===== config.mk =====
export PLATFORM = sky130hd
export DESIGN_NAME = linear_layer_q_fifo_srl_ctrl
export DESIGN_NICKNAME = d
export VERILOG_FILES = /design/src/rtl/linear_layer_q_fifo_srl_ctrl.sv
export SDC_FILE = /design/constraint.sdc
export NUM_CORES = 1
export LEC_CHECK = 0
export ABC_CLOCK_PERIOD_IN_PS = 7300
export BUFFER_PORTS_ARGS = -buffer_cell sky130_fd_sc_hd__clkbuf_2
export CORE_ASPECT_RATIO = 1.5
export CORE_MARGIN = 8
export CORE_UTILIZATION = 27
export DETAILED_ROUTE_END_ITERATION = 6
export HOLD_SLACK_MARGIN = 0.05
export MAX_ROUTING_LAYER = met4
export SLEW_MARGIN = 20
export SYNTH_ARGS = -nofsm -noshare
export SYNTH_HDL_FRONTEND = slang
export SYNTH_SLANG_ARGS = --single-unit

===== constraint.sdc =====
create_clock -name clk -period 7.3 [get_ports clk]
set_input_delay 0.365 -clock clk [delete_from_list [all_inputs] [get_ports clk]]
set_output_delay 0.365 -clock clk [all_outputs]
set_load 0.05 [all_outputs]

===== src/rtl/linear_layer_q_fifo_srl_ctrl.sv =====
// Shift-register FIFO with push/pop control, occupancy count and registered
// full/empty flags, used as the default stream channel between the
// quantize and compute stages. First-word fall-through on if_dout.
//
// Ports:
//   clk, reset          : clock, synchronous active-high reset
//   if_write_ce/if_write: producer write enable / request, if_din data
//   if_full_n           : registered, 1 = space available
//   if_read_ce/if_read  : consumer read enable / pop request
//   if_dout             : oldest stored word
//   if_empty_n          : registered, 1 = if_dout valid
//   if_num_data_valid   : registered occupancy 0..DEPTH
//   if_fifo_cap         : constant DEPTH
module linear_layer_q_fifo_srl_ctrl #(
   parameter int DATA_WIDTH = 128,
   parameter int ADDR_WIDTH = 2,
   parameter int DEPTH      = 2
) (
   input  logic                  clk,
   input  logic                  reset,
   input  logic                  if_write_ce,
   input  logic                  if_write,
   input  logic [DATA_WIDTH-1:0] if_din,
   output logic                  if_full_n,
   input  logic                  if_read_ce,
   input  logic                  if_read,
   output logic [DATA_WIDTH-1:0] if_dout,
   output logic                  if_empty_n,
   output logic [ADDR_WIDTH:0]   if_num_data_valid,
   output logic [ADDR_WIDTH:0]   if_fifo_cap
);

   localparam logic [ADDR_WIDTH:0] CAP = (ADDR_WIDTH+1)'(DEPTH);

   logic [DATA_WIDTH-1:0] entry [DEPTH];
   logic [ADDR_WIDTH:0]   count;
   logic [ADDR_WIDTH:0]   cnt_inc;
   logic [ADDR_WIDTH:0]   cnt_dec;
   logic [ADDR_WIDTH-1:0] raddr;
   logic                  full_n;
   logic                  empty_n;
   logic                  push;
   logic                  pop;

   assign push    = if_write & if_write_ce & full_n;
   assign pop     = if_read & if_read_ce & empty_n;
   assign cnt_inc = count + 1'b1;
   assign cnt_dec = count - 1'b1;

   // Newest word sits at entry[0], so the oldest is at count-1.
   assign raddr = (count != '0) ? cnt_dec[ADDR_WIDTH-1:0] : '0;

   always_comb begin
      if_dout = '0;
      for (int i = 0; i < DEPTH; i++) begin
         if (raddr == ADDR_WIDTH'(i)) begin
            if_dout = entry[i];
         end
      end
   end

   always_ff @(posedge clk) begin
      if (reset) begin
         for (int i = 0; i < DEPTH; i++) begin
            entry[i] <= '0;
         end
      end else if (push) begin
         for (int i = 1; i < DEPTH; i++) begin
            entry[i] <= entry[i-1];
         end
         entry[0] <= if_din;
      end
   end

   // On simultaneous push and pop the shift moves the next-older word
   // into the unchanged read address, so count and flags just hold.
   always_ff @(posedge clk) begin
      if (reset) begin
         count   <= '0;
         full_n  <= 1'b1;
         empty_n <= 1'b0;
      end else if (push && !pop) begin
         count   <= cnt_inc;
         empty_n <= 1'b1;
         full_n  <= (cnt_inc != CAP);
      end else if (pop && !push) begin
         count   <= cnt_dec;
         full_n  <= 1'b1;
         empty_n <= (cnt_dec != '0);
      end
   end

   assign if_full_n         = full_n;
   assign if_empty_n        = empty_n;
   assign if_num_data_valid = count;
   assign if_fifo_cap       = CAP;

endmodule


### Word level (Yosys, flattened, before mapping)

Memories as Yosys holds them, arrays and structs flattened.
Index checks and enable logic that the tools add are counted.

* memories kept: 1
* logic and storage cells: 38
* output and inout port bits: 136
* bits in registers: 5
* RAM bits: 256
* input bits: 134

Memory list
* entry: depth 2, width 128, rd ports 2, clocked after memory_dff 0, wr ports 2, RTL line 35 `logic [DATA_WIDTH-1:0] entry [DEPTH];`

* multiplexer cells: 16
* $add $sub $neg: 2
* bitwise operators: 6
* equality and inequality tests: 2
* reduce and logical (&&, ||, !) cells: 8

Operator list (number)
* 128-bit 2-to-1 mux: 4
* 1-bit 2-to-1 mux: 9
* 3-bit 2-to-1 mux: 2
* 3-bit nonzero test: 2
* 1-bit AND: 4
* 3-bit by 1-bit adder with 3-bit output (second input constant): 1
* 3-bit by 2-bit inequality test with 1-bit output (second input constant): 1
* 3-bit by 1-bit subtractor with 3-bit output (second input constant): 1
* 2-bit by 1-bit == test with 1-bit output (second input constant): 1
* 1-bit logical AND: 2
* 1-bit logical NOT: 2
* 2-bit logical NOT: 1
* 2-bit 2-to-1 mux: 1
* 1-bit bitwise OR: 2
* 2-bit nonzero test: 1

### Depth between registers and ports, before layout

Gate-level depths: netlist of the first run.

* depth in word-level cells: 6
* gate-level depth with buffers: 8
* gate-level depth less buffers: 6

### Worst setup path before layout of the first run

OpenSTA, ideal clock, no wires.

* path kind: register to register
* start point: reg full_n, in the netlist if_full_n
* end point: mem entry[0][0] (enable)
* clock period less this slack: 7338 ps
* setup slack: -38 ps
* cell stages (with the launch flop): 3
* buffers on the path: 0
* data required time: 6636 ps
* arrival time: 6674 ps
* setup time: 664 ps
* cells stage by stage: dfxtp_1 > nand3_1 > nand2b_1

RTL lines
* start: declaration: RTL line 40 `logic full_n;`
* start signal: assignment: RTL line 85 `full_n <= (cnt_inc != CAP);`
* end: declaration: RTL line 35

### Worst setup path in the final report of the first run

* start point: reg count[0], in the netlist if_num_data_valid[0]
* end point: out if_dout[49]

* word-level cells in the longest chain between the ends: 5
* elaborated cells on any way between the ends: 7
* classes of those cells: add/sub: 1; eq/ne: 1; mux: 3; reduce/logical: 2

RTL lines
* start: declaration: RTL line 36 `logic [ADDR_WIDTH:0] count;`
* start signal: assignment: RTL line 83 `count <= cnt_inc;`
* start signal: assignment: RTL line 87 `count <= cnt_dec;`
* 3-bit by 1-bit subtractor with 3-bit output / 3-bit nonzero test (equally long branches): RTL line 48, 51
* 2-bit 2-to-1 mux (*): RTL line 51 `assign raddr = (count != '0) ? cnt_dec[ADDR_WIDTH-1:0] : '0;`
* 2-bit logical NOT: RTL line 56 `if (raddr == ADDR_WIDTH'(i)) begin`
* 128-bit 2-to-1 mux: RTL line 56
* 128-bit 2-to-1 mux (*): RTL line 56
* end: declaration: RTL line 27 `output logic [DATA_WIDTH-1:0] if_dout,`

Mark *: on every way between the ends. The rest lies on a longest branch, timed or not.

==> impl_metrics.toml, run 1 <==
[floorplanning]
die_h_um = 267
die_w_um = 183
boundaryPins = 270
row_count = 92
start_util = 0.272
dieArea_mm2 = 0.0488
core_area_mm2 = 0.0417

[finish]
design_area_mm2 = 0.0140
drive_gt1_frac = 0.367
final_cell_mix = "clkbuf_2 (266), and2_1 (256), edfxtp_1 (256)"
num-nets-final = 1140
fill_cells = 4165
fin_cells = 1588
area_growth_pct = 23.4
mostFrequentLayoutCell = "clkbuf_2"

[global_routing]
grt_pass1_wl_um = 43100
grt_max_degree = 140
antenna_found_initial = 5
grt_overflow = 0
track_usage = 0.116
grt_pass1_vias = 7304

[routing]
avgRoutedWirePerCell_um = 17.9
via_count = 6780
drt_iter0_drc = 364
drc = 0
via_per_inst = 4.27
drt_first_pass_iters = 6
routed_wl_um = 28500
ant_nets = 0

[worst_setup_path]
reg2reg_to = "entry[0][72]"
cp_max_fo = 68
endpoint_kind = "output port"
r2r_setup_slack_ns = 4.74
cp.arrival_ns = 3.87
crit_type = "register to output port"
required_ns = 6.93
worstRegToRegCells = 3
start_kind = "register"
reg2reg_from = "if_full_n"

[yosys]
ys_seq_elements = 261
synth_seq_area_share = 0.688
synth_top_area_frac = 0.679
avgSynthCellArea_um2 = 15.1
syn_inst = 747
ys_warn_count = 0
yosys-top-cells-area = "edfxtp_1 (68%), and2_1 (14%), a22o_1 (5.4%)"
synth_area_leader_cell = "edfxtp_1"
yosysUniqueCellTypes = 29
syn_area_mm2 = 0.0113

[sta]
finClkSkew_ns = 0.00630
setup_viol_count_final = 0
hold_violations = 0
slew_viol_final = 0
period_needed_ns = 4.23
rsz0062_at_grt = "no"
worst_slew_pin_slew_ns = 0.995
max_freq_ghz = 0.236
setup_ws_ns = 3.07
tns_ns = 0
slew-limit-headroom = 0.337
finalCritPeriodShare = 0.580

[cts]
cts_buffer_depth = 3
cts_root_buffer = "clkbuf_16"
post_cts_buffers = 0
htreeDepth = 1
cts-buffers-inserted = 28
cts_tree = "yes"
clock_latency_ns = 0.55
clock_sinks = 261
clk_pin_slew_ns = 0.06

[hold_path]
hold_end = "entry[0][68]"
hp-class = "primary input to register"
holdCritStartpoint = "if_din[68]"
holdPathStages = 2

[status]
run_status = "finished clean"

[place]
dpl_worst_slack_ns = 3.60
gp_congestion = 0.780
dp.cells = 1526
post_dp_cell_area_mm2 = 0.0130
port_buffers = 266
hpwl_um = 19200

[power_and_ir_drop]
vdd_drop_max_mv = 0.177
p_leak_nw = 5.83
total_power_mw = 4.08
powerDensity_mw_per_mm2 = 292

[flow_run]
cap_violations = 0
==> timing repair <==
item,in CTS,in global routing
hold endpoints to repair,7,0
hold buffers,7,0
gates resized for setup,0,0
==> synth_stat cells (all sizes together) <==
cell type,instances
dfxtp,5
a22o,128
clkbuf,40
inv,5
ha,7
xnor2,1
a2111oi,1
nand3,2
o21ai,2
nor3,2
nor2,5
nand2b,1
a31oi,1
mux2i,1
buf,20
xor2,1
edfxtp,256
conb,2
o21bai,1
a21oi,3
a31o,1
and2,256
nand2,3
nor2b,3
==> report_power, final <==
| part | switching (mW) | total, mW | internal (mW) |
|---|---|---|---|
| clock | 0.602 | 1.36 | 0.763 |
| sequential | 0.0419 | 1.79 | 1.75 |
| combinational | 0.697 | 0.922 | 0.226 |
==> how the worst max path moves through the flow <==
stage | startpoint | to | cells past startpoint
finish | if_num_data_valid[0] | if_dout[49] | 6
global route | if_num_data_valid[0] | if_dout[49] | 6
CTS | if_num_data_valid[0] | if_dout[49] | 6
detailed placement | if_num_data_valid[0] | if_dout[49] | 6
global placement | if_num_data_valid[0] | if_dout[51] | 6
floorplan | if_full_n | entry[0][0] | 2
==> through the flow <==
step | util | hold slack (ns)
2_1_floorplan | - | 0.434
3_3_place_gp | 0.312 | 0.505
3_5_place_dp | 0.312 | 0.512
5_1_grt | 0.335 | 0.0619
6_report | 0.335 | 0.0853
4_1_cts | 0.335 | 0.0505
==> area by class of cell <==
class	instances	area, um^2	share of cell area
well taps	564	706	0.0506
multi-input cells	422	3100	0.222
clock inverters	14	109	0.00780
repair buffers	281	1470	0.106
inverters	5	18.8	0.00134
clock buffers	36	752	0.0539
diodes	5	12.5	0.000896
flip-flops and latches	261	7790	0.558
==> routing by layer <==
layer  global-route usage  share of wire  vias up
met2                0.206           0.52      195
met5                    -              0        -
met3               0.0272          0.059       58
li1                     -              -     3245
met1                0.118           0.37     3282
met4               0.0577          0.043        0
==> logic make-up after synthesis <==
logic type | synth area share
AND/OR/NAND/NOR | 0.148
flip-flops | 0.688
AO/OA/AOI/OAI | 0.112
buffers and inverters | 0.0406
adder cells (fa/ha/maj) | 0.00774
other | 0.000664
XOR/XNOR | 0.00155
multiplexers | 0.000885
==> state kept, by name (all words and copies together) (netlist names) <==
name	count
if_full_n	1
if_num_data_valid	3
if_empty_n	1
entry	256
==> critical path, stage by stage (launching register included) <==
cell	delay [ns]
dfxtp_1	0.44
inv_1	0.13
ha_4	0.40
a2111oi_4	0.90
buf_4	0.73
a22o_1	0.31
clkbuf_2	0.30
Note: power is estimated with default switching activity, not from simulation.
==> run 2: changes to the inputs <==
- ABC_CLOCK_PERIOD_IN_PS: 7300 -> 4000
- clock period: 7.3 -> 4 ns (I/O delays scaled with it)
==> impl_metrics.toml, run 2 (same netlist as run 1, synthesis figures left out) <==
[floorplanning]
core_area_mm2 = 0.0417
row_count = 92
start_util = 0.272
boundaryPins = 270
die_h_um = 267
die_w_um = 183
dieArea_mm2 = 0.0488

[cts]
cts_root_buffer = "clkbuf_16"
clock_sinks = 261
cts-buffers-inserted = 27
clk_pin_slew_ns = 0.06
cts_tree = "yes"
clock_latency_ns = 0.54
htreeDepth = 1
cts.repair.resized = 0
cts_buffer_depth = 3

[place]
port_buffers = 266
dp.cells = 1534
gp_congestion = 0.750
hpwl_um = 19100

[sta]
rsz0062_at_grt = "no"
hold_violations = 0
finalCritPeriodShare = 0.805
max_freq_ghz = 0.311
setup_viol_count_final = 0
period_needed_ns = 3.22
finClkSkew_ns = 0.0150
tns_ns = 0
slew_viol_final = 0
worst_slew_pin_slew_ns = 0.849
slew-limit-headroom = 0.434

[routing]
drt_first_pass_iters = 4
via_count = 7356
routed_wl_um = 29300
drt_iter0_drc = 254
avgRoutedWirePerCell_um = 17.1
via_per_inst = 4.29
drc = 0
ant_nets = 0

[power_and_ir_drop]
vdd_drop_max_mv = 0.294
powerDensity_mw_per_mm2 = 493
p_leak_nw = 6.40

[finish]
largest_reg_flops = 256
drive_gt1_frac = 0.333
num-nets-final = 1269
mostFrequentLayoutCell = "clkbuf_2"
fill_cells = 4074
regMostFlops = "entry"
fin_cells = 1716
final_cell_mix = "clkbuf_2 (266), and2_1 (256), edfxtp_1 (256)"
area_growth_pct = 35.0

[global_routing]
track_usage = 0.118
grt_max_degree = 166
grt_overflow = 0
grt_pass1_vias = 7927
grt_pass1_wl_um = 44500
antenna_found_initial = 6

[flow_run]
cap_violations = 0

[worst_setup_path]
required_ns = 3.80
endpoint_kind = "output port"
slowest_delay_ns = 0.45
cp.arrival_ns = 3.02
slowest_stage = "dfxtp_1"
start_kind = "register"
critPathBufInv = 3
path_cells = "inv_1, ha_4, a2111oi_4, buf_12, a22o_1, clkbuf_2"
cp_max_fo = 97
crit_type = "register to output port"
cp_top_family = "buffers and inverters"

[status]
run_status = "finished clean"

[hold_path]
hp-class = "primary input to register"
-- run 2: cell count changes in the layout (fill, tap and decap cells not counted) --
| cell | before | now |
|---|---|---|
| clkinv_1 | 6 | 5 |
| inv_6 | 2 | 1 |
| diode_2 | 5 | 7 |
| clkinvlp_4 | 4 | 1 |
| buf_12 | 1 | 5 |
| clkbuf_16 | 29 | 27 |
| dlygate4sd3_1 | 7 | 129 |
| clkinv_4 | 1 | 0 |
| buf_4 | 7 | 10 |
| clkinv_2 | 0 | 4 |
| bufinv_16 | 1 | 3 |
| clkbuf_1 | 7 | 5 |
| buf_6 | 0 | 1 |
-- run 2: power by group --
group          internal [mW]  leakage, nW  switching (mW)  total [mW]
logic                  0.508         3.22            1.30        1.81
registers               3.19         2.77          0.0738        3.26
clock network           1.42        0.409            1.04        2.46
-- run 2: worst paths after layout --
| kind | startpoint | endpoint | slack (ns) | cells after the start |
|---|---|---|---|---|
| max | if_num_data_valid[0] | if_dout[51] | 0.78 | 6 |
| min | if_read | if_num_data_valid[0] | 0.35 | 6 |
| max reg2reg | if_full_n | entry[0][227] | 1.89 | 3 |
| min reg2reg | if_empty_n | if_empty_n | 0.53 | 2 |
-- run 2: final cells by class --
type / instances / area, um^2 / area share
multi-input combinational: 422 / 3100 / 0.203
clock buffer: 32 / 694 / 0.0455
clock inverter: 14 / 145 / 0.00950
inverter: 5 / 18.8 / 0.00123
tap: 564 / 706 / 0.0462
sequential: 261 / 7790 / 0.510
timing repair buffer: 411 / 2810 / 0.184
antenna: 7 / 17.5 / 0.00115
-- run 2: stage by stage --
stage / area [um^2] / power (mW) / hold slack [ns] / util / setup WS, ns
after global placement: 13100 / 5.03 / 0.476 / 0.315 / 1.17
after CTS: 15300 / 7.65 / 0.333 / 0.366 / 0.520
after global routing: 15300 / 7.82 / 0.399 / 0.367 / 0.623
after floorplan: 11300 / 4.72 / 0.269 / - / 0.846
after detailed placement: 13100 / 5.05 / 0.479 / 0.315 / 1.12
final: 15300 / 7.53 / 0.350 / 0.367 / 0.780
-- run 2: metal layers --
metal | vias up | wire length [um] | track usage
met4 | 0 | 1540 | 0.0663
li1 | 3504 | - | -
met1 | 3565 | 11100 | 0.126
met5 | - | 0 | -
met2 | 214 | 15100 | 0.203
met3 | 73 | 1560 | 0.0245
-- run 2: repair_timing --
| action | CTS | global route |
|---|---|---|
| setup endpoints to repair | 0 | 0 |
| setup buffers | 0 | 0 |
| hold buffers | 129 | 0 |
| endpoints found under the hold margin | 133 | 0 |
-- run 2: worst reg2reg max path, stage by stage, from the launching register on --
cell and delay [ns]:
dfxtp_1 0.41, nand3_1 0.26, nand2b_4 0.63, buf_4 0.47
==> run 3: changes to the inputs <==
- ABC_CLOCK_PERIOD_IN_PS: 4000 -> 3300
- clock period: 4 -> 3.3 ns (I/O delays scaled with it)
==> impl_metrics.toml, run 3 (same netlist as run 1, synthesis figures left out) <==
[sta]
period_needed_ns = 3.08
finClkSkew_ns = 0.00922
hold_violations = 0
tns_ns = 0
rsz0062_at_grt = "no"
worst_slew_pin_slew_ns = 0.794
max_freq_ghz = 0.325
setup_viol_count_final = 0
slew-limit-headroom = 0.471
finalCritPeriodShare = 0.932
slew_viol_final = 0

[power_and_ir_drop]
p_sw_mw = 2.92
seqPwrFrac = 0.436
clock_power_share = 0.320
powerDensity_mw_per_mm2 = 592
p_leak_nw = 6.40
p_sw_frac = 0.323
combPwrFrac = 0.244
vdd_drop_max_mv = 0.411
p_int_mw = 6.13

[finish]
largest_reg_flops = 256
fin_cells = 1722
area_growth_pct = 35.1
mostFrequentLayoutCell = "clkbuf_2"
regMostFlops = "entry"
final_cell_mix = "clkbuf_2 (266), and2_1 (256), edfxtp_1 (256)"
drive_gt1_frac = 0.334
num-nets-final = 1270
fill_cells = 4004

[worst_setup_path]
required_ns = 3.13
cp.arrival_ns = 2.91
crit_type = "register to output port"
slowest_stage = "dfxtp_1"
endpoint_kind = "output port"
cp_max_fo = 63
slowest_delay_ns = 0.37
path_cells = "inv_1, ha_1, ha_1, nor2_1, a2111oi_4, buf_12, a22o_1, clkbuf_2"
crit_top_cell = "ha_1"
start_kind = "register"

[place]
port_buffers = 266
hpwl_um = 18600
gp_congestion = 0.742
dp.cells = 1535

[cts]
cts_root_buffer = "clkbuf_16"
clock_latency_ns = 0.55
cts_tree = "yes"
clock_sinks = 261
clk_pin_slew_ns = 0.06
cts_buffer_depth = 3
cts-buffers-inserted = 27
htreeDepth = 1
cts.repair.resized = 0

[routing]
via_count = 7364
drc = 0
routed_wl_um = 28800
drt_iter0_drc = 308
via_per_inst = 4.28
drt_first_pass_iters = 4
avgRoutedWirePerCell_um = 16.7
ant_nets = 0

[status]
run_status = "finished clean"

[floorplanning]
row_count = 92
core_area_mm2 = 0.0417
boundaryPins = 270
dieArea_mm2 = 0.0488
start_util = 0.272
die_w_um = 183
die_h_um = 267

[global_routing]
grt_pass1_vias = 7810
track_usage = 0.117
grt_overflow = 0
grt_pass1_wl_um = 44100
antenna_found_initial = 8
grt_max_degree = 161

[flow_run]
cap_violations = 0

[hold_path]
hp-class = "primary input to register"
## run 3: critical path, delay by kind of cell, from the launching register on
family,cells,cell delay [ns]
buffers and inverters,3,0.77
flip-flops,1,0.37
AO/OA/AOI/OAI,2,0.62
AND/OR/NAND/NOR,1,0.06
adder cells (fa/ha/maj),2,0.45
## run 3: layer usage
metal,vias to the layer above,share of wire,GRT usage,wire length (um)
met5,-,0,-,0
met4,0,0.046,0.0597,1320
met3,71,0.047,0.0202,1340
met2,210,0.52,0.203,14900
met1,3572,0.39,0.127,11200
li1,3511,-,-,-
## run 3: final cells by class
type                       count  area [um^2]  share of cell area
sequential                   261         7790               0.509
multi-input combinational    422         3100               0.203
tap                          564          706              0.0462
antenna                        8         20.0             0.00131
timing repair buffer         412         2830               0.185
clock buffer                  39          741              0.0484
inverter                       5         18.8             0.00123
clock inverter                11         92.6             0.00606
## run 3: repair_timing
| action | CTS | global route |
|---|---|---|
| buffers inserted | 0 | 0 |
| hold buffers | 129 | 0 |
| hold endpoints to repair | 133 | 0 |
## run 3: power by group through the flow
stage / Clock, mW / Combinational, mW / Sequential [mW]
2_1_floorplan: 0 / 1.70 / 4.02
3_3_place_gp: 0 / 2.10 / 4.01
3_5_place_dp: 0 / 2.11 / 4.02
4_1_cts: 3.02 / 2.24 / 3.95
5_1_grt: 3.12 / 2.32 / 3.97
6_report: 2.90 / 2.21 / 3.95
## run 3: worst paths after layout
check             slack [ns]                    to  cells after the start            startpoint
setup / recovery        0.22           if_dout[49]                      8  if_num_data_valid[0]
hold / removal          0.35  if_num_data_valid[0]                      6               if_read
setup reg to reg        1.34          entry[0][57]                      3             if_full_n
hold reg to reg         0.51            if_empty_n                      2            if_empty_n
## run 3: metrics by stage
stage	utilization	area, um^2	total power [mW]	setup slack, ns	hold WS, ns
finish	0.367	15300	9.05	0.224	0.351
global route	0.367	15300	9.42	0.0508	0.420
CTS	0.366	15300	9.22	0.185	0.299
detailed placement	0.315	13100	6.14	0.787	0.445
global placement	0.315	13100	6.12	0.844	0.442
floorplan	-	11300	5.72	0.146	0.234
